[config.mk]
export PLATFORM = sky130hd
export DESIGN_NAME = jtag_tap_multi
export DESIGN_NICKNAME = d
export VERILOG_FILES = /design/src/rtl/jtag_pkg.sv /design/src/rtl/jtag_tap_fsm.sv /design/src/rtl/jtag_tap_multi.sv
export SDC_FILE = /design/constraint.sdc
export NUM_CORES = 1
export LEC_CHECK = 0
export ABC_AREA = 1
export BUFFER_PORTS_ARGS = -buffer_cell sky130_fd_sc_hd__buf_2
export CAP_MARGIN = 20
export CORE_MARGIN = 2
export CORE_UTILIZATION = 51
export DETAILED_ROUTE_END_ITERATION = 12
export PLACE_DENSITY_LB_ADDON = 0.2
export SLEW_MARGIN = 20
export SYNTH_ARGS = -nofsm -noshare
export SYNTH_HDL_FRONTEND = slang
export SYNTH_SLANG_ARGS = --single-unit
[constraint.sdc]
create_clock -name tck -period 2 [get_ports tck]
set_input_delay 0.6 -clock tck [delete_from_list [all_inputs] [get_ports tck]]
set_output_delay 0.6 -clock tck [all_outputs]
set_load 0.02 [all_outputs]
[src/rtl/jtag_pkg.sv]
// Shared types and helpers for the multi-register JTAG TAP: state encoding,
// instruction constants and the instruction-to-register decode.
package jtag_pkg;

    typedef enum logic [3:0] {
        EXIT2_DR         = 4'h0,
        EXIT1_DR         = 4'h1,
        SHIFT_DR         = 4'h2,
        PAUSE_DR         = 4'h3,
        SELECT_IR        = 4'h4,
        UPDATE_DR        = 4'h5,
        CAPTURE_DR       = 4'h6,
        SELECT_DR        = 4'h7,
        EXIT2_IR         = 4'h8,
        EXIT1_IR         = 4'h9,
        SHIFT_IR         = 4'hA,
        PAUSE_IR         = 4'hB,
        RUN_TEST_IDLE    = 4'hC,
        UPDATE_IR        = 4'hD,
        CAPTURE_IR       = 4'hE,
        TEST_LOGIC_RESET = 4'hF
    } tap_state_t;

    localparam int unsigned INSTR_BYPASS    = 32'd0;
    localparam int unsigned INSTR_IDCODE    = 32'd1;
    localparam int unsigned INSTR_USER_BASE = 32'd2;

    typedef enum logic [1:0] {
        SEL_BYPASS = 2'd0,
        SEL_IDCODE = 2'd1,
        SEL_USER   = 2'd2
    } dr_kind_t;

    typedef struct packed {
        dr_kind_t    kind;
        logic [15:0] idx;
    } dr_sel_t;

    // Map an instruction onto the data register it selects. Anything that is
    // not IDCODE or a populated user slot (including all-ones) is BYPASS.
    function automatic dr_sel_t decode_instr(input logic [31:0] instr,
                                             input int unsigned num_dr);
        dr_sel_t sel;
        sel.kind = SEL_BYPASS;
        sel.idx  = 16'd0;
        if (instr == INSTR_IDCODE) begin
            sel.kind = SEL_IDCODE;
        end else if ((instr >= INSTR_USER_BASE) &&
                     ((instr - INSTR_USER_BASE) < num_dr)) begin
            sel.kind = SEL_USER;
            sel.idx  = 16'(instr - INSTR_USER_BASE);
        end else begin
            sel.kind = SEL_BYPASS;
        end
        return sel;
    endfunction

endpackage

[src/rtl/jtag_tap_fsm.sv]
// 16-state TAP controller. Provides the current state plus decode flags for
// the current state (actions on the leaving edge) and for the next state
// (used to pre-compute registered outputs).
module jtag_tap_fsm
    import jtag_pkg::*;
(
    input  logic       tck_i,
    input  logic       trst_i,
    input  logic       tms_i,
    output tap_state_t state_o,
    output logic       capture_dr_o,
    output logic       shift_dr_o,
    output logic       capture_ir_o,
    output logic       shift_ir_o,
    output logic       update_ir_o,
    output logic       enter_capture_dr_o,
    output logic       enter_shift_dr_o,
    output logic       enter_shift_ir_o,
    output logic       enter_update_dr_o,
    output logic       enter_tlr_o
);

    tap_state_t state_q;
    tap_state_t state_d;

    // State register with synchronous active-low reset.
    always_ff @(posedge tck_i) begin
        if (!trst_i) begin
            state_q <= TEST_LOGIC_RESET;
        end else begin
            state_q <= state_d;
        end
    end

    // Standard TMS-driven next-state function.
    always_comb begin
        state_d = state_q;
        case (state_q)
            TEST_LOGIC_RESET: state_d = tms_i ? TEST_LOGIC_RESET : RUN_TEST_IDLE;
            RUN_TEST_IDLE:    state_d = tms_i ? SELECT_DR  : RUN_TEST_IDLE;
            SELECT_DR:        state_d = tms_i ? SELECT_IR  : CAPTURE_DR;
            CAPTURE_DR:       state_d = tms_i ? EXIT1_DR   : SHIFT_DR;
            SHIFT_DR:         state_d = tms_i ? EXIT1_DR   : SHIFT_DR;
            EXIT1_DR:         state_d = tms_i ? UPDATE_DR  : PAUSE_DR;
            PAUSE_DR:         state_d = tms_i ? EXIT2_DR   : PAUSE_DR;
            EXIT2_DR:         state_d = tms_i ? UPDATE_DR  : SHIFT_DR;
            UPDATE_DR:        state_d = tms_i ? SELECT_DR  : RUN_TEST_IDLE;
            SELECT_IR:        state_d = tms_i ? TEST_LOGIC_RESET : CAPTURE_IR;
            CAPTURE_IR:       state_d = tms_i ? EXIT1_IR   : SHIFT_IR;
            SHIFT_IR:         state_d = tms_i ? EXIT1_IR   : SHIFT_IR;
            EXIT1_IR:         state_d = tms_i ? UPDATE_IR  : PAUSE_IR;
            PAUSE_IR:         state_d = tms_i ? EXIT2_IR   : PAUSE_IR;
            EXIT2_IR:         state_d = tms_i ? UPDATE_IR  : SHIFT_IR;
            UPDATE_IR:        state_d = tms_i ? SELECT_DR  : RUN_TEST_IDLE;
            default:          state_d = TEST_LOGIC_RESET;
        endcase
    end

    // Decode flags for the current and upcoming state.
    always_comb begin
        capture_dr_o       = (state_q == CAPTURE_DR);
        shift_dr_o         = (state_q == SHIFT_DR);
        capture_ir_o       = (state_q == CAPTURE_IR);
        shift_ir_o         = (state_q == SHIFT_IR);
        update_ir_o        = (state_q == UPDATE_IR);
        enter_capture_dr_o = (state_d == CAPTURE_DR);
        enter_shift_dr_o   = (state_d == SHIFT_DR);
        enter_shift_ir_o   = (state_d == SHIFT_IR);
        enter_update_dr_o  = (state_d == UPDATE_DR);
        enter_tlr_o        = (state_d == TEST_LOGIC_RESET);
    end

    assign state_o = state_q;

endmodule

[src/rtl/jtag_tap_multi.sv]
// Parametrised TAP with IR, BYPASS, IDCODE and NUM_DR user data registers.
// Each user register has a parallel capture/update channel to core logic.
// All outputs come straight from flops clocked by tck.
module jtag_tap_multi
    import jtag_pkg::*;
#(
    parameter int unsigned IR_WIDTH   = 4,
    parameter logic [31:0] IDCODE_VAL = 32'h1000_0001,
    parameter int unsigned NUM_DR     = 2,
    parameter int unsigned DR_WIDTH   = 32
) (
    input  logic                         tck,
    input  logic                         trst,
    input  logic                         tms,
    input  logic                         tdi,
    output logic                         tdo,
    output logic                         tdo_en,
    output logic [3:0]                   tap_state,
    output logic [IR_WIDTH-1:0]          ir_out,
    input  logic [NUM_DR*DR_WIDTH-1:0]   dr_capture_data,
    output logic [DR_WIDTH-1:0]          dr_update_data,
    output logic [NUM_DR-1:0]            dr_update_valid,
    output logic [NUM_DR-1:0]            dr_capture_strobe
);

    tap_state_t state_s;
    logic capture_dr_s, shift_dr_s, capture_ir_s, shift_ir_s, update_ir_s;
    logic enter_capture_dr_s, enter_shift_dr_s, enter_shift_ir_s;
    logic enter_update_dr_s, enter_tlr_s;

    jtag_tap_fsm u_fsm (
        .tck_i              (tck),
        .trst_i             (trst),
        .tms_i              (tms),
        .state_o            (state_s),
        .capture_dr_o       (capture_dr_s),
        .shift_dr_o         (shift_dr_s),
        .capture_ir_o       (capture_ir_s),
        .shift_ir_o         (shift_ir_s),
        .update_ir_o        (update_ir_s),
        .enter_capture_dr_o (enter_capture_dr_s),
        .enter_shift_dr_o   (enter_shift_dr_s),
        .enter_shift_ir_o   (enter_shift_ir_s),
        .enter_update_dr_o  (enter_update_dr_s),
        .enter_tlr_o        (enter_tlr_s)
    );

    logic [IR_WIDTH-1:0]               ir_q, ir_d;
    logic [IR_WIDTH-1:0]               ir_shift_q, ir_shift_d;
    logic                              bypass_q, bypass_d;
    logic [31:0]                       idcode_shift_q, idcode_shift_d;
    logic [NUM_DR-1:0][DR_WIDTH-1:0]   user_shift_q, user_shift_d;
    logic [DR_WIDTH-1:0]               upd_data_q, upd_data_d;
    logic [NUM_DR-1:0]                 upd_valid_q, upd_valid_d;
    logic [NUM_DR-1:0]                 cap_strobe_q, cap_strobe_d;
    logic                              tdo_q, tdo_d;
    logic                              tdo_en_q, tdo_en_d;

    dr_sel_t                           sel_s;
    logic [NUM_DR-1:0]                 user_oh_s;

    // Decode the active instruction into a register select and user one-hot.
    always_comb begin
        sel_s = decode_instr(32'(ir_q), NUM_DR);
        for (int k = 0; k < int'(NUM_DR); k++) begin
            user_oh_s[k] = (sel_s.kind == SEL_USER) && (sel_s.idx == 16'(k));
        end
    end

    // Instruction register: capture, shift, update, and IDCODE on TLR entry.
    always_comb begin
        ir_shift_d = ir_shift_q;
        if (capture_ir_s) begin
            ir_shift_d = IR_WIDTH'(2'b01);
        end else if (shift_ir_s) begin
            ir_shift_d = ir_shift_q >> 1;
            ir_shift_d[IR_WIDTH-1] = tdi;
        end else begin
            ir_shift_d = ir_shift_q;
        end

        if (enter_tlr_s) begin
            ir_d = IR_WIDTH'(INSTR_IDCODE);
        end else if (update_ir_s) begin
            ir_d = ir_shift_q;
        end else begin
            ir_d = ir_q;
        end
    end

    // Data registers: only the selected one captures or shifts.
    always_comb begin
        bypass_d       = bypass_q;
        idcode_shift_d = idcode_shift_q;
        user_shift_d   = user_shift_q;

        if (capture_dr_s && (sel_s.kind == SEL_BYPASS)) begin
            bypass_d = 1'b0;
        end else if (shift_dr_s && (sel_s.kind == SEL_BYPASS)) begin
            bypass_d = tdi;
        end else begin
            bypass_d = bypass_q;
        end

        if (capture_dr_s && (sel_s.kind == SEL_IDCODE)) begin
            idcode_shift_d = IDCODE_VAL;
        end else if (shift_dr_s && (sel_s.kind == SEL_IDCODE)) begin
            idcode_shift_d = {tdi, idcode_shift_q[31:1]};
        end else begin
            idcode_shift_d = idcode_shift_q;
        end

        for (int k = 0; k < int'(NUM_DR); k++) begin
            if (capture_dr_s && user_oh_s[k]) begin
                user_shift_d[k] = dr_capture_data[k*DR_WIDTH +: DR_WIDTH];
            end else if (shift_dr_s && user_oh_s[k]) begin
                user_shift_d[k] = user_shift_q[k] >> 1;
                user_shift_d[k][DR_WIDTH-1] = tdi;
            end else begin
                user_shift_d[k] = user_shift_q[k];
            end
        end
    end

    // Core-side strobes and update data, timed against the upcoming state so
    // the registered pulses line up with Capture-DR and the cycle after the
    // Update-DR entry edge.
    always_comb begin
        cap_strobe_d = enter_capture_dr_s ? user_oh_s : {NUM_DR{1'b0}};
        upd_valid_d  = enter_update_dr_s  ? user_oh_s : {NUM_DR{1'b0}};
        upd_data_d   = upd_data_q;
        for (int k = 0; k < int'(NUM_DR); k++) begin
            if (enter_update_dr_s && user_oh_s[k]) begin
                upd_data_d = user_shift_q[k];
            end else begin
                upd_data_d = upd_data_d;
            end
        end
    end

    // TDO pre-computed from next-cycle register contents so it is a flop.
    always_comb begin
        tdo_d    = 1'b0;
        tdo_en_d = enter_shift_ir_s | enter_shift_dr_s;
        if (enter_shift_ir_s) begin
            tdo_d = ir_shift_d[0];
        end else if (enter_shift_dr_s) begin
            case (sel_s.kind)
                SEL_IDCODE: tdo_d = idcode_shift_d[0];
                SEL_USER: begin
                    for (int k = 0; k < int'(NUM_DR); k++) begin
                        tdo_d = tdo_d | (user_oh_s[k] & user_shift_d[k][0]);
                    end
                end
                default:    tdo_d = bypass_d;
            endcase
        end else begin
            tdo_d = 1'b0;
        end
    end

    // Register bank with synchronous active-low reset; reset abandons any scan.
    always_ff @(posedge tck) begin
        if (!trst) begin
            ir_q           <= IR_WIDTH'(INSTR_IDCODE);
            ir_shift_q     <= {IR_WIDTH{1'b0}};
            bypass_q       <= 1'b0;
            idcode_shift_q <= 32'd0;
            user_shift_q   <= {(NUM_DR*DR_WIDTH){1'b0}};
            upd_data_q     <= {DR_WIDTH{1'b0}};
            upd_valid_q    <= {NUM_DR{1'b0}};
            cap_strobe_q   <= {NUM_DR{1'b0}};
            tdo_q          <= 1'b0;
            tdo_en_q       <= 1'b0;
        end else begin
            ir_q           <= ir_d;
            ir_shift_q     <= ir_shift_d;
            bypass_q       <= bypass_d;
            idcode_shift_q <= idcode_shift_d;
            user_shift_q   <= user_shift_d;
            upd_data_q     <= upd_data_d;
            upd_valid_q    <= upd_valid_d;
            cap_strobe_q   <= cap_strobe_d;
            tdo_q          <= tdo_d;
            tdo_en_q       <= tdo_en_d;
        end
    end

    assign tdo               = tdo_q;
    assign tdo_en            = tdo_en_q;
    assign tap_state         = state_s;
    assign ir_out            = ir_q;
    assign dr_update_data    = upd_data_q;
    assign dr_update_valid   = upd_valid_q;
    assign dr_capture_strobe = cap_strobe_q;

endmodule
; ---- Word-level counts from Yosys, hierarchy flattened
; Cells that the tools add are included.
[classes]
mux = 32
multipliers = 0
addsub = 1
n_lt_le_gt_ge = 2
n_bitwise = 5
shift = 0
eq_ne = 24
n_div = 0
n_reduce_logical = 28
[op_table]
columns = operator, count
row1 = 32-bit 2-to-1 mux, 6
row2 = 29-bit 2-to-1 mux, 2
row3 = 4-bit one-hot mux with 12 select lines, 1
row4 = "4-bit == test, second input constant", 10
row5 = "32-bit by 2-bit < comparator with 1-bit output, second input constant", 1
row6 = 16-bit 2-to-1 mux, 2
row7 = "4-bit by 3-bit == test with 1-bit output, second input constant", 6
row8 = "16-bit by 1-bit == test with 1-bit output, second input constant", 1
row9 = 16-bit logical NOT, 1
row10 = 2-bit 2-to-1 mux, 8
row11 = 1-bit logical AND, 13
row12 = "4-bit by 2-bit == test with 1-bit output, second input constant", 3
row13 = 3-bit 2-to-1 mux, 4
row14 = 2-bit OR reduction, 5
row15 = "4-bit by 1-bit == test with 1-bit output, second input constant", 2
row16 = 2-bit nonzero test, 4
row17 = 1-bit 2-to-1 mux, 7
row18 = "4-bit by 2-bit subtractor with 5-bit output, second input constant", 1
row19 = "4-bit by 2-bit >= comparator with 1-bit output, second input constant", 1
row20 = 4-bit logical NOT, 1
row21 = 4-bit 2-to-1 mux, 1
row22 = 2-bit AND reduction, 2
row23 = 3-bit OR reduction, 1
row24 = 1-bit AND, 2
row25 = other kinds (6), 7
[word_totals]
out_inout_bits = 46
regBits = 147
memories = 0
word_cells = 109
latchBits = 0
rom_bits = 0
mem_bits_rw = 0

; ---- Longest topological paths before layout
; Gate-level depths: netlist of the first run.
[logic_depth]
ltp_word = 15
ltp_mapped = 14
mapped_depth_nobuf = 14

; ---- Modules after synthesis
; From an unflattened synthesis of the first run, not the netlist that was laid out.
[hier_totals]
hier_cells = 929
area_unflattened_um2 = 6600.1
[by_module_without_submodules]
columns = module, seq_area_each_um2, cells_per_inst, n_inst, area_per_inst_um2
row1 = jtag_tap_multi, 2862.7, 844, 1, 6103.4
row2 = jtag_tap_fsm, 80.1, 85, 1, 496.7

; ---- Least setup slack after synthesis of the first run
; Ideal clock, no wire load.
[synth_timing]
path_kind = register to register
start = register ir_q[1] (netlist: ir_out[1])
end = register user_shift_q[44] (netlist name)
setup_ns = 0.132
required_time_ns = 1.868
path_buffers = 1
path_slack_ns = -0.273
path_stages_with_launch = 14
arrival_time_ns = 2.140
path_cell_list = dfxtp_1 inv_1 ha_1 ha_1 nand3_1 inv_1 nand2_1 nor2_1 nand2_1 inv_1 nor2_1 clkbuf_1 nand2_1 a31oi_1
[synth_via]
elab_chain_len = 9
word_cells_on_any_way = 16
cone_classes = 1 x add/sub / 2 x order compare / 3 x eq/ne / 5 x mux / 5 x reduce/logical
[synth_lines]
columns = element, line_no
row1 = start: declaration, jtag_tap_multi.sv:48  ; logic [IR_WIDTH-1:0] ir_q, ir_d;
row2 = start signal: assignment, jtag_tap_multi.sv:165  ; ir_q <= IR_WIDTH'(INSTR_IDCODE);
row3 = start signal: assignment, jtag_tap_multi.sv:176  ; ir_q <= ir_d;
row4 = 4-bit by 2-bit subtractor with 5-bit output, "jtag_pkg.sv:49, jtag_pkg.sv:51"
row5 = 32-bit by 2-bit < comparator with 1-bit output, jtag_pkg.sv:49  ; ((instr - INSTR_USER_BASE) < num_dr)) begin
row6 = 1-bit logical AND, jtag_pkg.sv:48  ; end else if ((instr >= INSTR_USER_BASE) &&
row7 = 16-bit 2-to-1 mux or 2-bit 2-to-1 mux (tied branches), jtag_pkg.sv:48
row8 = 16-bit 2-to-1 mux or 2-bit 2-to-1 mux (tied branches), jtag_pkg.sv:46  ; if (instr == INSTR_IDCODE) begin
row9 = 16-bit by 1-bit == test with 1-bit output or 2-bit == test (tied branches), jtag_tap_multi.sv:66  ; user_oh_s[k] = (sel_s.kind == SEL_USER) && (sel_s.idx == 16'(k));
row10 = 1-bit logical AND *, jtag_tap_multi.sv:66
row11 = "1-bit logical AND, on equally long branches", "jtag_tap_multi.sv:114, jtag_tap_multi.sv:116"
row12 = 32-bit 2-to-1 mux or 2-bit nonzero test (tied branches), n/a
row13 = end signal: assignment, jtag_tap_multi.sv:169  ; user_shift_q <= {(NUM_DR*DR_WIDTH){1'b0}};
row14 = end signal: assignment, jtag_tap_multi.sv:180  ; user_shift_q <= user_shift_d;
row15 = end: declaration, jtag_tap_multi.sv:52  ; logic [NUM_DR-1:0][DR_WIDTH-1:0] user_shift_q, user_shift_d;
; Every way passes the cells marked *; elsewhere a longest branch is shown, timed or not.
; A chain may end at the register's enable or synchronous reset.

; ---- Worst setup path in the final report of the first run
[layout_timing]
start = register ir_q[2] (netlist: ir_out[2])
end = register user_shift_q[28] (netlist name)
[layout_via]
elab_chain_len = 9
word_cells_on_any_way = 16
cone_classes = 1 x add/sub / 2 x order compare / 2 x eq/ne / 5 x mux / 6 x reduce/logical
[layout_lines]
columns = element, line_no
row1 = 4-bit by 2-bit subtractor with 5-bit output, "jtag_pkg.sv:49, jtag_pkg.sv:51"
row2 = 32-bit by 2-bit < comparator with 1-bit output, jtag_pkg.sv:49
row3 = 1-bit logical AND, jtag_pkg.sv:48
row4 = 16-bit 2-to-1 mux or 2-bit 2-to-1 mux (tied branches), jtag_pkg.sv:48
row5 = 16-bit 2-to-1 mux or 2-bit 2-to-1 mux (tied branches), jtag_pkg.sv:46
row6 = 16-bit logical NOT or 2-bit == test (tied branches), jtag_tap_multi.sv:66
row7 = 1-bit logical AND *, jtag_tap_multi.sv:66
row8 = "1-bit logical AND, on equally long branches", "jtag_tap_multi.sv:114, jtag_tap_multi.sv:116"
row9 = 32-bit 2-to-1 mux or 2-bit nonzero test (tied branches), n/a
; Marks and branches as above.

==> results of run 1 <==
-- path summary, 6_finish.rpt --
| check | end | cells after the start | slack, ps |
|---|---|---|---|
| max | user_shift_q[28]$_SDFFE_PN0P_ | 14 | -130 |
| min reg2reg | idcode_shift_q[29]$_SDFFE_PP0P_ | 2 | 450 |
| max reg2reg | user_shift_q[28]$_SDFFE_PN0P_ | 14 | -130 |
| min | user_shift_q[42]$_SDFFE_PN0P_ | 3 | 440 |
-- repair_timing --
item | 4_1_cts | 5_1_grt
setup endpoints to repair | 95 | 101
hold buffers | 0 | 0
pin swaps | 13 | 34
buffers inserted | 5 | 12
gates cloned | 1 | 9
resized for setup | 38 | 163
-- through the flow --
| stage | instance area, sq um | utilization, % | worst slack [ps] |
|---|---|---|---|
| floorplan | 6730 | - | 12.7 |
| global placement | 7730 | 60.8 | -516 |
| detailed placement | 7740 | 60.8 | -243 |
| CTS | 8550 | 67.2 | -20.5 |
| global route | 9520 | 74.8 | -241 |
| finish | 9520 | 74.8 | -131 |
-- routing by layer --
layer  up-vias  track usage, %  part of all wire (%)
met1      3325            34.0                    42
met4         0            8.85                   3.3
met3        68            6.61                   7.8
met5         -               0                     0
li1       3477               -                     -
met2       362            39.4                    47
-- power by group through the flow --
stage | logic [uW] | registers (uW) | clock network, uW
global placement | 1440 | 3100 | 0
global route | 1780 | 3040 | 3440
CTS | 1490 | 3030 | 3310
detailed placement | 1440 | 3100 | 0
finish | 1620 | 3030 | 3290
floorplan | 798 | 3160 | 0
-- cells in the final DEF, fill, tap and decap left out, types with 21 or more instances in the layout --
master,Yosys,layout
a31oi_1,29,28
nand2_1,335,278
nand3_2,2,26
dfxtp_1,147,145
buf_2,28,113
a21oi_1,43,40
nor2_1,93,89
o22ai_1,31,21
clkbuf_16,0,28
nand2_2,21,46
inv_1,129,121
nand3_1,75,49
buf_4,0,50
nand2_4,0,31
-- worst reg2reg max path, delay by kind of cell, from the launching register on --
kind	cells	cell delay (ps)
adders and majority gates	2	410
buffers and inverters	5	480
DFF	1	350
and+or+nand+nor	7	780
-- cells by family (layout without fill, tap and decap cells) --
kind of cell / Yosys count / in the layout
DFF: 147 / 147
buffers and inverters: 191 / 364
and+or+nand+nor: 542 / 543
adders and majority gates: 3 / 3
AOI/OAI and AO/OA: 121 / 121
-- cell type report --
type	count	share of cell area, %
clock buffer	22	5.22
clock inverter	10	1.26
inverter	133	5.52
multi-input combinational	667	38.2
sequential	147	31.0
tap	172	2.26
timing repair buffer	199	16.5
-- sequential cells by signal, summed over array words and instances (netlist names) --
name	cells
dr_update_valid	2
tdo_en	1
dr_capture_strobe	2
bypass_q	1
user_shift_q	64
ir_shift_q	4
tdo	1
ir_out	4
u_fsm.state_o	4
idcode_shift_q	32
dr_update_data	32
==> results by stage, run 1 <==
Synthesis:
- In the post-synthesis netlist, the cell with the most instances is nand2_1.
- The synthesized netlist devotes 33.4% of its cell area to simple gates.
- The share of the synthesized netlist area taken by xor and xnor gates is 0%.
- The number of synthesis warnings is 0.
- Measured against the total synthesized area, the mux share comes to 0%.
- The compound-gate portion of the synthesized area is 10.6%.
- Synthesis produced a netlist whose cell count is 1004.
- Synthesis instantiated 29 different standard cells from the library.
- The synthesized design spends more area on one cell type than any other, namely dfxtp_1.
- The main flop type after synthesis is dfxtp_1.
- The average footprint of a synthesized cell is 6.68 sq um.
- Yosys mapped a number of flops with a built-in enable equal to 0.
- Yosys attributes the largest share of cell area to dfxtp_1 44%, nand2_1 19%, inv_1 7.2%.
- Sequential elements use 43.9% of the synthesized area.
- After synthesis, the largest family of logic cells by area is simple AND/OR/NAND/NOR gates.
- The number of nets in the synthesized netlist is 1075.
- The synthesized area is 0.00671 sq mm.
- Summing the areas of all fa, ha and maj instances in the mapped netlist gives 0.560% of the synthesized area.
- Ranked by instance count, the synthesized netlist is headed by 335 x nand2_1, 147 x dfxtp_1, 129 x inv_1, 93 x nor2_1, 75 x nand3_1.
- The flip-flop and latch count after synthesis is 147.
- The synthesized design devotes to its leading area cell type 43.9% of total area.
- The post-synthesis async set-or-reset flop share is 0%.

STA:
- The post-route worst setup slack is -131 ps.
- The worst slew margin relative to its limit is 67.5%.
- The upper clock frequency limit is 469 MHz.
- The total count of max-transition violations in the final report is 0.
- After layout, the minimum clock period comes to 2130 ps.
- The share of the clock period used by the worst path after layout is 107%.
- Adding up every negative setup slack in the final design gives -2200 ps.
- Hold timing on the final database bottoms out at a slack of 441 ps.
- For the final database, setup skew stands at 7.30 ps.
- Setup repair after global routing could not meet its margin everywhere.
- The total of endpoints with negative setup slack in the final report is 52.
- The worst-margin pin slew is 486 ps.
- The number of endpoints with negative hold slack in the final report is 0.

Layout:
- After the flow finishes, the layout carries non-filler instances totaling 1350.
- The final net count is 1236.
- In the final layout, the share of cells above drive strength 1 is 31.9%.
- The number of antenna diodes in the final layout is 0.
- Summing all flip-flop and latch instances after layout gives 0.00295 sq mm.
- The number of fill cells is 953.
- The layout-stage area growth over the synthesis result is 41.9%.
- The area taken by multi-input logic gates is 0.00364 sq mm.

Outcome:
- The final reports fail on setup timing.
- The run finished, with violations left.

Critical path:
- Together, buffers and inverters on the worst path number 5.
- STA classifies the critical path startpoint as a flip-flop.
- The data required time of the critical path is 2330 ps.
- By startpoint and endpoint, the worst setup path is classified as reg -> reg.
- The largest fanout of any net on the critical path is 7.
- The worst reg2reg path startpoint is ir_out[2]$_SDFFE_PP0P_.
- The top cell family by delay on the critical path is simple AND/OR/NAND/NOR gates.
- Tracing the worst setup path back leads to its startpoint at ir_out[2]$_SDFFE_PP0P_.
- The arrival time reported for the critical path endpoint is 2460 ps.
- For this run, the slowest stage of the critical path takes 350 ps.
- On the critical path, the stage with the largest delay is an instance of dfxtp_4.
- The nature of the critical path endpoint is a flip-flop.
- The critical path goes through inv_4, ha_4, ha_4, nand3_4, inv_4, nand2_4, buf_6, nor2_4, nand2_8, clkbuf_16, nand2_1, nand3_1, nand2_1, inv_1.

Clock tree:
- After clock tree synthesis, the clock-pin slew on the worst setup and hold paths is 60 ps.
- Clock tree synthesis inserted a total of 17 buffers.
- The maximum level of the CTS H-tree is 4.
- The CTS tree is built.
- The maximum buffer depth of the clock tree is 2.
- The master cell of the clock root buffer is clkbuf_16.
- For the worst-skew pair, the clock arrives at the later sink with an insertion delay of 430 ps.
- Counting every sink on the clock net gives 147.

Placed design:
- Once detailed placement completed, the half-perimeter wirelength came to 11.8 mm.
- The placer congestion estimate is 0.891.
- Input and output buffers added on the ports amount to 113.
- Including well taps, the total number of placed cells is 1292.

Pwr:
- The net switching fraction of the power is 28.7%.
- The internal power of the cells totals 5660 uW.
- For this design the static power due to leakage is 0.00455 uW.
- In this run, flip-flops and latches consume 38.2% of the power.
- Combinational cells account for 20.4% of the total power.
- The clock power share is 41.4%.
- The maximum VDD drop is 654 uV.
- The total power is 7940 uW.
- The power density over the cells is 834 mW/mm^2.
- The net switching power is 2280 uW.

Routing:
- The detailed router's first-iteration violation count is 626.
- The detailed-route via count is 7232.
- After detailed routing, the average wire length per cell comes to 15.5 um.
- The first detailed-routing pass ran for 7 iterations.
- After detailed routing, the number of remaining DRC violations is 0.
- In the routed layout, each cell is associated on average with a via count of 5.36.
- For this block, the routed nets add up to 21.0 mm of wire.
- The detail route stage leaves a number of antenna-violating nets equal to 0.

Die:
- The number of ports placed on the die boundary is 114.
- The die boundary width is 119 um.
- The die covers 0.0141 sq mm.
- The effective utilization at floorplan is 52.7%.
- After floorplanning, the core was divided into 41 placement rows.
- In this run the standard cell core region covers 0.0127 sq mm.
- The floorplan die height is 119 um.

Min path:
- The start point of the worst min-delay path is dr_capture_data[42].
- The tightest min-delay check is of the in -> reg type.

GRT:
- The overall global routing resource usage is 25.3%.
- The number of global-route vias before repair is 6172.
- The initial antenna violation count came to 0.
- The overflow left after global routing is 0.
- The global-route wire length before repair is 29.2 mm.
- The pin count of the biggest net entering global routing is 43.

Run:
- The total of max-cap violations is 0.
Power figures use the tool's default switching activity.
==> run 2: changes to the inputs <==
--- a/config.mk
+++ b/config.mk
@@ -12,6 +12,7 @@
 export CORE_UTILIZATION = 51
 export DETAILED_ROUTE_END_ITERATION = 12
 export PLACE_DENSITY_LB_ADDON = 0.2
+export RECOVER_POWER = 100
 export SLEW_MARGIN = 20
 export SYNTH_ARGS = -nofsm -noshare
 export SYNTH_HDL_FRONTEND = slang
==> run 2 against run 1 <==
Die area stayed put. Clock power barely moved. Global-route usage is the same. Largest cell class unchanged. Sequential power hardly changed. Highest routed layer unchanged. The flow still finishes with violations (setup timing).
==> results by stage, run 2 (same netlist as run 1, synthesis figures left out) <==
Routing:
- The remaining routing DRC violations is 0.
- The detailed router's first-iteration violation count is 692.
- Summed over all layers, the routed wires come to 21.1 mm.
- The via-per-instance ratio is 5.36.
- Dividing the detail-routed wire length by the instance count gives 15.6 um.
- In this run the remaining antenna-violating nets after routing total 0.
- For this run, the detailed router's first-pass iteration total came to 6.
- For this block, the via count after detailed routing is 7232.

GRT:
- The number of global-route vias before repair was 6172.
- The global-route wire length before repair is 29.2 mm.
- The initial antenna violation count is 0.
- Global routing used 25.3% of the available tracks across all layers.
- The overflow left after global routing is 0.
- Entering global routing, the biggest net connects 43 pins.

Critical path:
- For the worst setup path, the data arrival time is 2450 ps.
- The nature of the critical path endpoint is a flip-flop.
- The type of the worst setup path is reg -> reg.
- Traced cell by cell, the critical path runs through inv_4, ha_4, ha_4, nand3_4, inv_4, nand2_4, buf_6, nor2_4, nand2_8, clkbuf_16, nand2_1, nand3_1, nand2_1, inv_1.
- Data on the critical path is required at its endpoint by 2330 ps.
- Counting cells, the worst reg-to-reg path comes to 14.
- The category of the worst setup path launch point is a flip-flop.
- The worst register-to-register path has a setup slack of -130 ps.
- The largest fanout of any net on the critical path is 7.
- The largest incremental delay on the critical path is 360 ps.
- On the critical path, the stage with the largest delay is an instance of dfxtp_4.
- In this run the critical register-to-register path is launched from ir_out[2]$_SDFFE_PP0P_.
- The reg-to-reg critical path endpoint is user_shift_q[28]$_SDFFE_PN0P_.
- The startpoint of the most critical setup path is ir_out[2]$_SDFFE_PP0P_.

Clock tree:
- Clock-pin slew was measured on the worst setup and hold paths at 60 ps.
- The later pin in the worst-skew pair is clocked with a latency of 430 ps.
- The count of hold-fix buffers inserted at cts is 0.
- CTS placed an instance of clkbuf_16 at the clock tree root.
- The number of buffers created by CTS is 17.
- TritonCTS built the clock tree.
- The maximum buffer depth of the clock tree is 2.
- For this design, the sink count on the clock tree is 147.
- The maximum level of the CTS H-tree is 4.

STA:
- The worst slew margin relative to its limit is 67.1%.
- Based on the critical path, the design can be clocked at up to 471 MHz.
- Setup violations remaining at the end of the flow were counted as 57.
- Setup repair after global routing could not meet its margin everywhere.
- For the pin with the worst max-slew slack, the measured transition is 494 ps.
- The clock arrives with 6.69 ps of skew.
- The number of endpoints with negative hold slack in the final report is 0.
- Setup total negative slack on the finished layout was measured at -2340 ps.
- The post-route worst setup slack is -125 ps.
- The total count of max-transition violations in the final report was 0.
- The smallest clock period supported by the final layout is computed as 2130 ps.
- The worst hold margin is 441 ps.
- The worst path uses 106% of the clock period.

Layout:
- The number of fill cells is 984.
- The flip-flop count of the largest register, all copies and words added is 64.
- From synthesis to final layout, the design area changed by 40.9%.
- The final layout contains 1236 nets.
- The library cell used most frequently in the layout, excluding fill and tap cells, is nand2_1.
- The library cells used most frequently in the layout, excluding fill and tap cells, are 278 x nand2_1, 145 x dfxtp_1, 121 x inv_1.
- Of the cells placed in the final design, the portion with a size suffix greater than 1 is 28.0%.
- The top register by number of flip-flops is user_shift_q.
- With fillers left out, the area of the finished cells amounts to 0.00945 sq mm.
- The repair_antennas step left the layout with diodes totalling 0.

Die:
- The die covers 0.0141 sq mm.
- The number of placement rows is 41.
- The die boundary width is 119 um.
- The floorplan die height is 119 um.
- The number of ports placed on the die boundary is 114.
- After floorplanning, the core was sized to cover 0.0127 sq mm.
- The effective utilization at floorplan is 52.7%.

Outcome:
- The run finished, with violations left.
- The final reports fail on setup timing.

Pwr:
- In this run the power density over the cells is 834 mW/mm^2.
- The total leakage power is 0.00436 uW.
- The maximum VDD drop is 657 uV.

Placed design:
- The total half-perimeter wirelength after legalization and detailed placement is 11.8 mm.
- The placer congestion estimate is 0.891.
- The count of buffers added on input and output ports is 113.
- The placed standard-cell area is 0.00774 sq mm.

Min path:
- The path category of the worst min-delay check is in -> reg.
- The worst-case hold path end point is user_shift_q[42]$_SDFFE_PN0P_.
- The worst hold path cell count is 3.
- The start point of the worst min-delay path is dr_capture_data[42].

Run:
- The total of max-cap violations is 0.
==> run 2: cell types whose count changed in the layout (fill, tap and decap cells not counted) <==
| cell | delta |
|---|---|
| clkbuf_4 | +2 |
| clkbuf_1 | +45 |
| buf_4 | -5 |
| buf_2 | -42 |
| nor2_4 | -1 |
| nor2_1 | +1 |
==> run 2: power breakdown <==
part	leakage, uW	internal, uW	switching (uW)	total [uW]
combinational	0.00288	604	957	1560
sequential	0.00119	2990	42.7	3030
clock	0.000297	2020	1270	3290
total	0.00436	5620	2270	7880
==> run 2: how the worst max path moves through the flow <==
stage                                                 end  cells past startpoint
after floorplan             user_shift_q[44]$_SDFFE_PN0P_                     13
after global placement      user_shift_q[57]$_SDFFE_PN0P_                     12
after detailed placement                   tdo$_SDFF_PN0_                     15
after CTS                 dr_update_data[27]$_SDFFE_PN0P_                     15
after global routing      dr_update_data[30]$_SDFFE_PN0P_                     15
final                       user_shift_q[28]$_SDFFE_PN0P_                     14
==> run 2: cell type report <==
class                           count  area [sq um]  area share (%)
Multi-Input combinational cell    667          3630            38.4
Sequential cell                   147          2950            31.2
Timing Repair Buffer              199          1510            16.0
Inverter                          133           526            5.56
Clock buffer                       22           497            5.26
Tap cell                          172           215            2.28
Clock inverter                     10           120            1.27
==> run 2: per-layer routing <==
| layer | GRT usage [%] | part of all wire, % | vias up |
|---|---|---|---|
| li1 | - | - | 3479 |
| met1 | 34.0 | 41 | 3326 |
| met5 | 0 | 0 | - |
| met2 | 39.4 | 47 | 355 |
| met3 | 6.61 | 8.0 | 72 |
| met4 | 8.85 | 3.4 | 0 |
==> run 2: through the flow <==
step / setup WS (ps) / std cells / total power, uW / util, %
6_report: -125 / 1350 / 7880 / 74.3
3_5_place_dp: -243 / 1292 / 4540 / 60.8
3_3_place_gp: -516 / 1292 / 4540 / 60.8
5_1_grt: -241 / 1350 / 8210 / 74.3
2_1_floorplan: 12.7 / 1004 / 3960 / -
4_1_cts: -20.5 / 1330 / 7840 / 67.2
==> run 2: what timing repair did <==
action,4_1_cts,5_1_grt
setup buffers,5,12
setup endpoints to repair,95,101
pin swaps,13,34
gates resized for setup,38,163
gates cloned,1,9
==> run 2: critical path, delay by kind of cell (launching register included) <==
family,cells,cell delay (ps)
DFF,1,360
buffers and inverters,5,470
and+or+nand+nor,7,770
adders and majority gates,2,410
==> run 3: changes to the inputs <==
--- a/config.mk
+++ b/config.mk
@@ -13,6 +13,7 @@
 export DETAILED_ROUTE_END_ITERATION = 12
 export PLACE_DENSITY_LB_ADDON = 0.2
 export RECOVER_POWER = 100
+export SKIP_LAST_GASP = 1
 export SLEW_MARGIN = 20
 export SYNTH_ARGS = -nofsm -noshare
 export SYNTH_HDL_FRONTEND = slang
==> run 3 against run 2 <==
The run still ends with setup timing left. Hold slack is essentially flat. Highest routed layer unchanged. Critical path depth is the same. Via count shrank 0.65%.
==> results by stage, run 3 (same netlist as run 1, synthesis figures left out) <==
Outcome:
- The flow ran to the end, but the final reports show violations.
- The final reports fail on setup timing.

GRT:
- Summed over all layers, the global routing overflow is 0.
- The initial antenna violation count is 0.
- The first global-routing pass estimated 29.2 mm of wire.
- In the global route stage, overall resource usage came out at 25.3%.
- The number of global-route vias before repair is 6172.
- The pin count of the biggest net entering global routing is 43.

Layout:
- At the end of the flow the core is filled with cells to 73.8%.
- Leaving out fill and tap cells, the most frequent cell in the layout is nand2_1.
- The count of non-filler cells in the finished layout is 1350.
- The repair_antennas step left the layout with diodes totalling 0.
- Counting flops per register, the top entry is user_shift_q.
- The register with the most flip-flops in the layout has 64 of them.
- The layout-stage area growth over the synthesis result is 40.0%.
- The fraction of layout instances using a drive strength above 1 is 26.8%.
- The final net count is 1236.
- In the layout the commonest cells are 287 x nand2_1, 145 x dfxtp_1, 122 x inv_1.

Min path:
- The worst-case hold path end point is user_shift_q[42]$_SDFFE_PN0P_.
- The path class of the tightest hold or removal check is in -> reg.
- Counting instances, the worst hold path has a depth of 3.
- In this run the most critical hold path is launched from dr_capture_data[42].

Pwr:
- The total power is 7890 uW.
- Power spread over the standard cell area amounts to 840 mW/mm^2.
- The maximum VDD drop is 653 uV.
- The total leakage power is 0.00432 uW.

Critical path:
- The category of the worst setup path launch point is a flip-flop.
- The reg-to-reg critical path endpoint is user_shift_q[26]$_SDFFE_PN0P_.
- Of all nets on the critical path, the largest fanout is 7.
- The critical path in this run is classified as reg -> reg.
- The startpoint identified for the worst register-to-register timing path is ir_out[2]$_SDFFE_PP0P_.
- The library cell contributing the largest single delay on the critical path is dfxtp_4.
- The kind of cell with the highest combined delay along the critical path is simple AND/OR/NAND/NOR gates.
- Traced cell by cell, the critical path runs through inv_4, ha_4, ha_4, nand3_4, inv_4, nand2_4, buf_6, nor2_4, nand2_8, buf_8, nand2_1, nand3_1, nand2_1, inv_1.
- The worst register-to-register path has a setup slack of -100 ps.
- The arrival time reported for the critical path endpoint is 2420 ps.
- The data required time of the critical path is 2330 ps.
- The largest single stage delay on the critical path is 360 ps.
- The nature of the critical path endpoint is a flip-flop.
- The logic depth of the worst register-to-register path is 14.
- The total buffers and inverters traversed by the critical path is 5.

STA:
- The final critical path time including I/O delays and setup is 2100 ps.
- The post-route worst setup slack is -95.2 ps.
- The worst slew margin relative to its limit is 67.2%.
- The total count of max-transition violations in the final report is 0.
- The number of endpoints with negative hold slack in the final report is 0.
- Between clock sinks in the finished design, the worst skew comes to 7.45 ps.
- Setup repair after global routing could not meet its margin everywhere.
- The worst-margin pin slew is 490 ps.
- The share of the clock period used by the worst path after layout is 105%.
- The upper clock frequency limit is 477 MHz.
- The worst hold margin is 441 ps.
- Setup violations remaining at the end of the flow were counted as 52.

Routing:
- The via-per-instance ratio is 5.32.
- The detailed router's first-iteration violation count is 676.
- In the routed design, unresolved DRC markers number 0.
- The post-detailed-route wirelength per cell is 15.4 um.
- The count of antenna-violating nets left after detailed routing is 0.
- Wires add up to 20.8 mm.
- The detailed-route via count is 7185.
- The number of search-and-repair iterations in the first detailed-routing pass is 6.

Die:
- During I/O placement, the number of pins put on the boundary was 114.
- The die boundary width is 119 um.
- The die covers 0.0141 sq mm.
- The initial utilization of the core area, before any placement, comes to 52.7%.
- The number of placement rows is 41.
- The placeable core region is 0.0127 sq mm.
- The floorplan die height is 119 um.

Placed design:
- After detailed placement, the design holds a cell count of 1292.
- Once detailed placement completed, the half-perimeter wirelength came to 11.8 mm.
- Port buffering added 113 buffers.
- The post-placement setup slack is -243 ps.
- The placer congestion estimate is 0.891.

Clock tree:
- The maximum level of the CTS H-tree is 4.
- The number of buffers created by CTS is 17.
- The master cell of the clock root buffer is clkbuf_16.
- The maximum buffer depth of the clock tree is 2.
- Clock-pin slew was measured on the worst setup and hold paths at 60 ps.
- TritonCTS built the clock tree.
- The count of hold-fix buffers inserted at cts is 0.
- The clock insertion delay at the later pin of the skew report is 430 ps.
- CTS saw 147 sinks.

Run:
- The total of max-cap violations is 0.
## run 3: cell counts in the layout (fill, tap and decap cells not counted)
Identical to the previous run, type by type.
## run 3: worst min-delay path: stages
cell     delay (ps)
buf_2            90
nand2_1          50
a31oi_1          70
## run 3: what timing repair did
item / 4_1_cts / 5_1_grt
gates cloned: 1 / 9
resized for setup: 38 / 146
pin swaps: 13 / 34
buffers inserted: 5 / 12
endpoints found under the setup margin: 95 / 101
## run 3: worst max-delay path by stage
stage | from | slack [ps] | end | cells after the start
2_1_floorplan | ir_out[1]$_SDFFE_PP0P_ | 10 | user_shift_q[44]$_SDFFE_PN0P_ | 13
3_5_place_dp | ir_out[1]$_SDFFE_PP0P_ | -240 | tdo$_SDFF_PN0_ | 15
3_3_place_gp | ir_out[1]$_SDFFE_PP0P_ | -520 | user_shift_q[57]$_SDFFE_PN0P_ | 12
5_1_grt | ir_out[2]$_SDFFE_PP0P_ | -230 | dr_update_data[30]$_SDFFE_PN0P_ | 15
4_1_cts | ir_out[2]$_SDFFE_PP0P_ | -20 | dr_update_data[27]$_SDFFE_PN0P_ | 15
6_report | ir_out[2]$_SDFFE_PP0P_ | -100 | user_shift_q[26]$_SDFFE_PN0P_ | 14
## run 3: metal layers
metal,part of all wire (%),up-vias,track usage [%]
met1,42,3292,34.0
met4,3.7,0,8.85
met5,0,-,0
li1,-,3481,-
met2,47,341,39.4
met3,7.6,71,6.61
## run 3: where the power goes
part           internal (uW)  total, uW  switching (uW)
registers               2990       3030            42.6
logic                    602       1560             956
clock network           2020       3300            1270
## run 3: final cells by class
type	instances	area (sq um)
clock buffer	22	497
clock inverter	10	120
fill	990	3330
inverter	133	526
multi-input combinational	667	3580
sequential	147	2950
tap	172	215
timing repair buffer	199	1500
## run 3: per-stage QoR
step	instance area, sq um	setup TNS, ps
final	9390	-2000
after global routing	9390	-10620
after CTS	8550	-47.9
after detailed placement	7740	-12450
after global placement	7730	-20680
after floorplan	6730	0
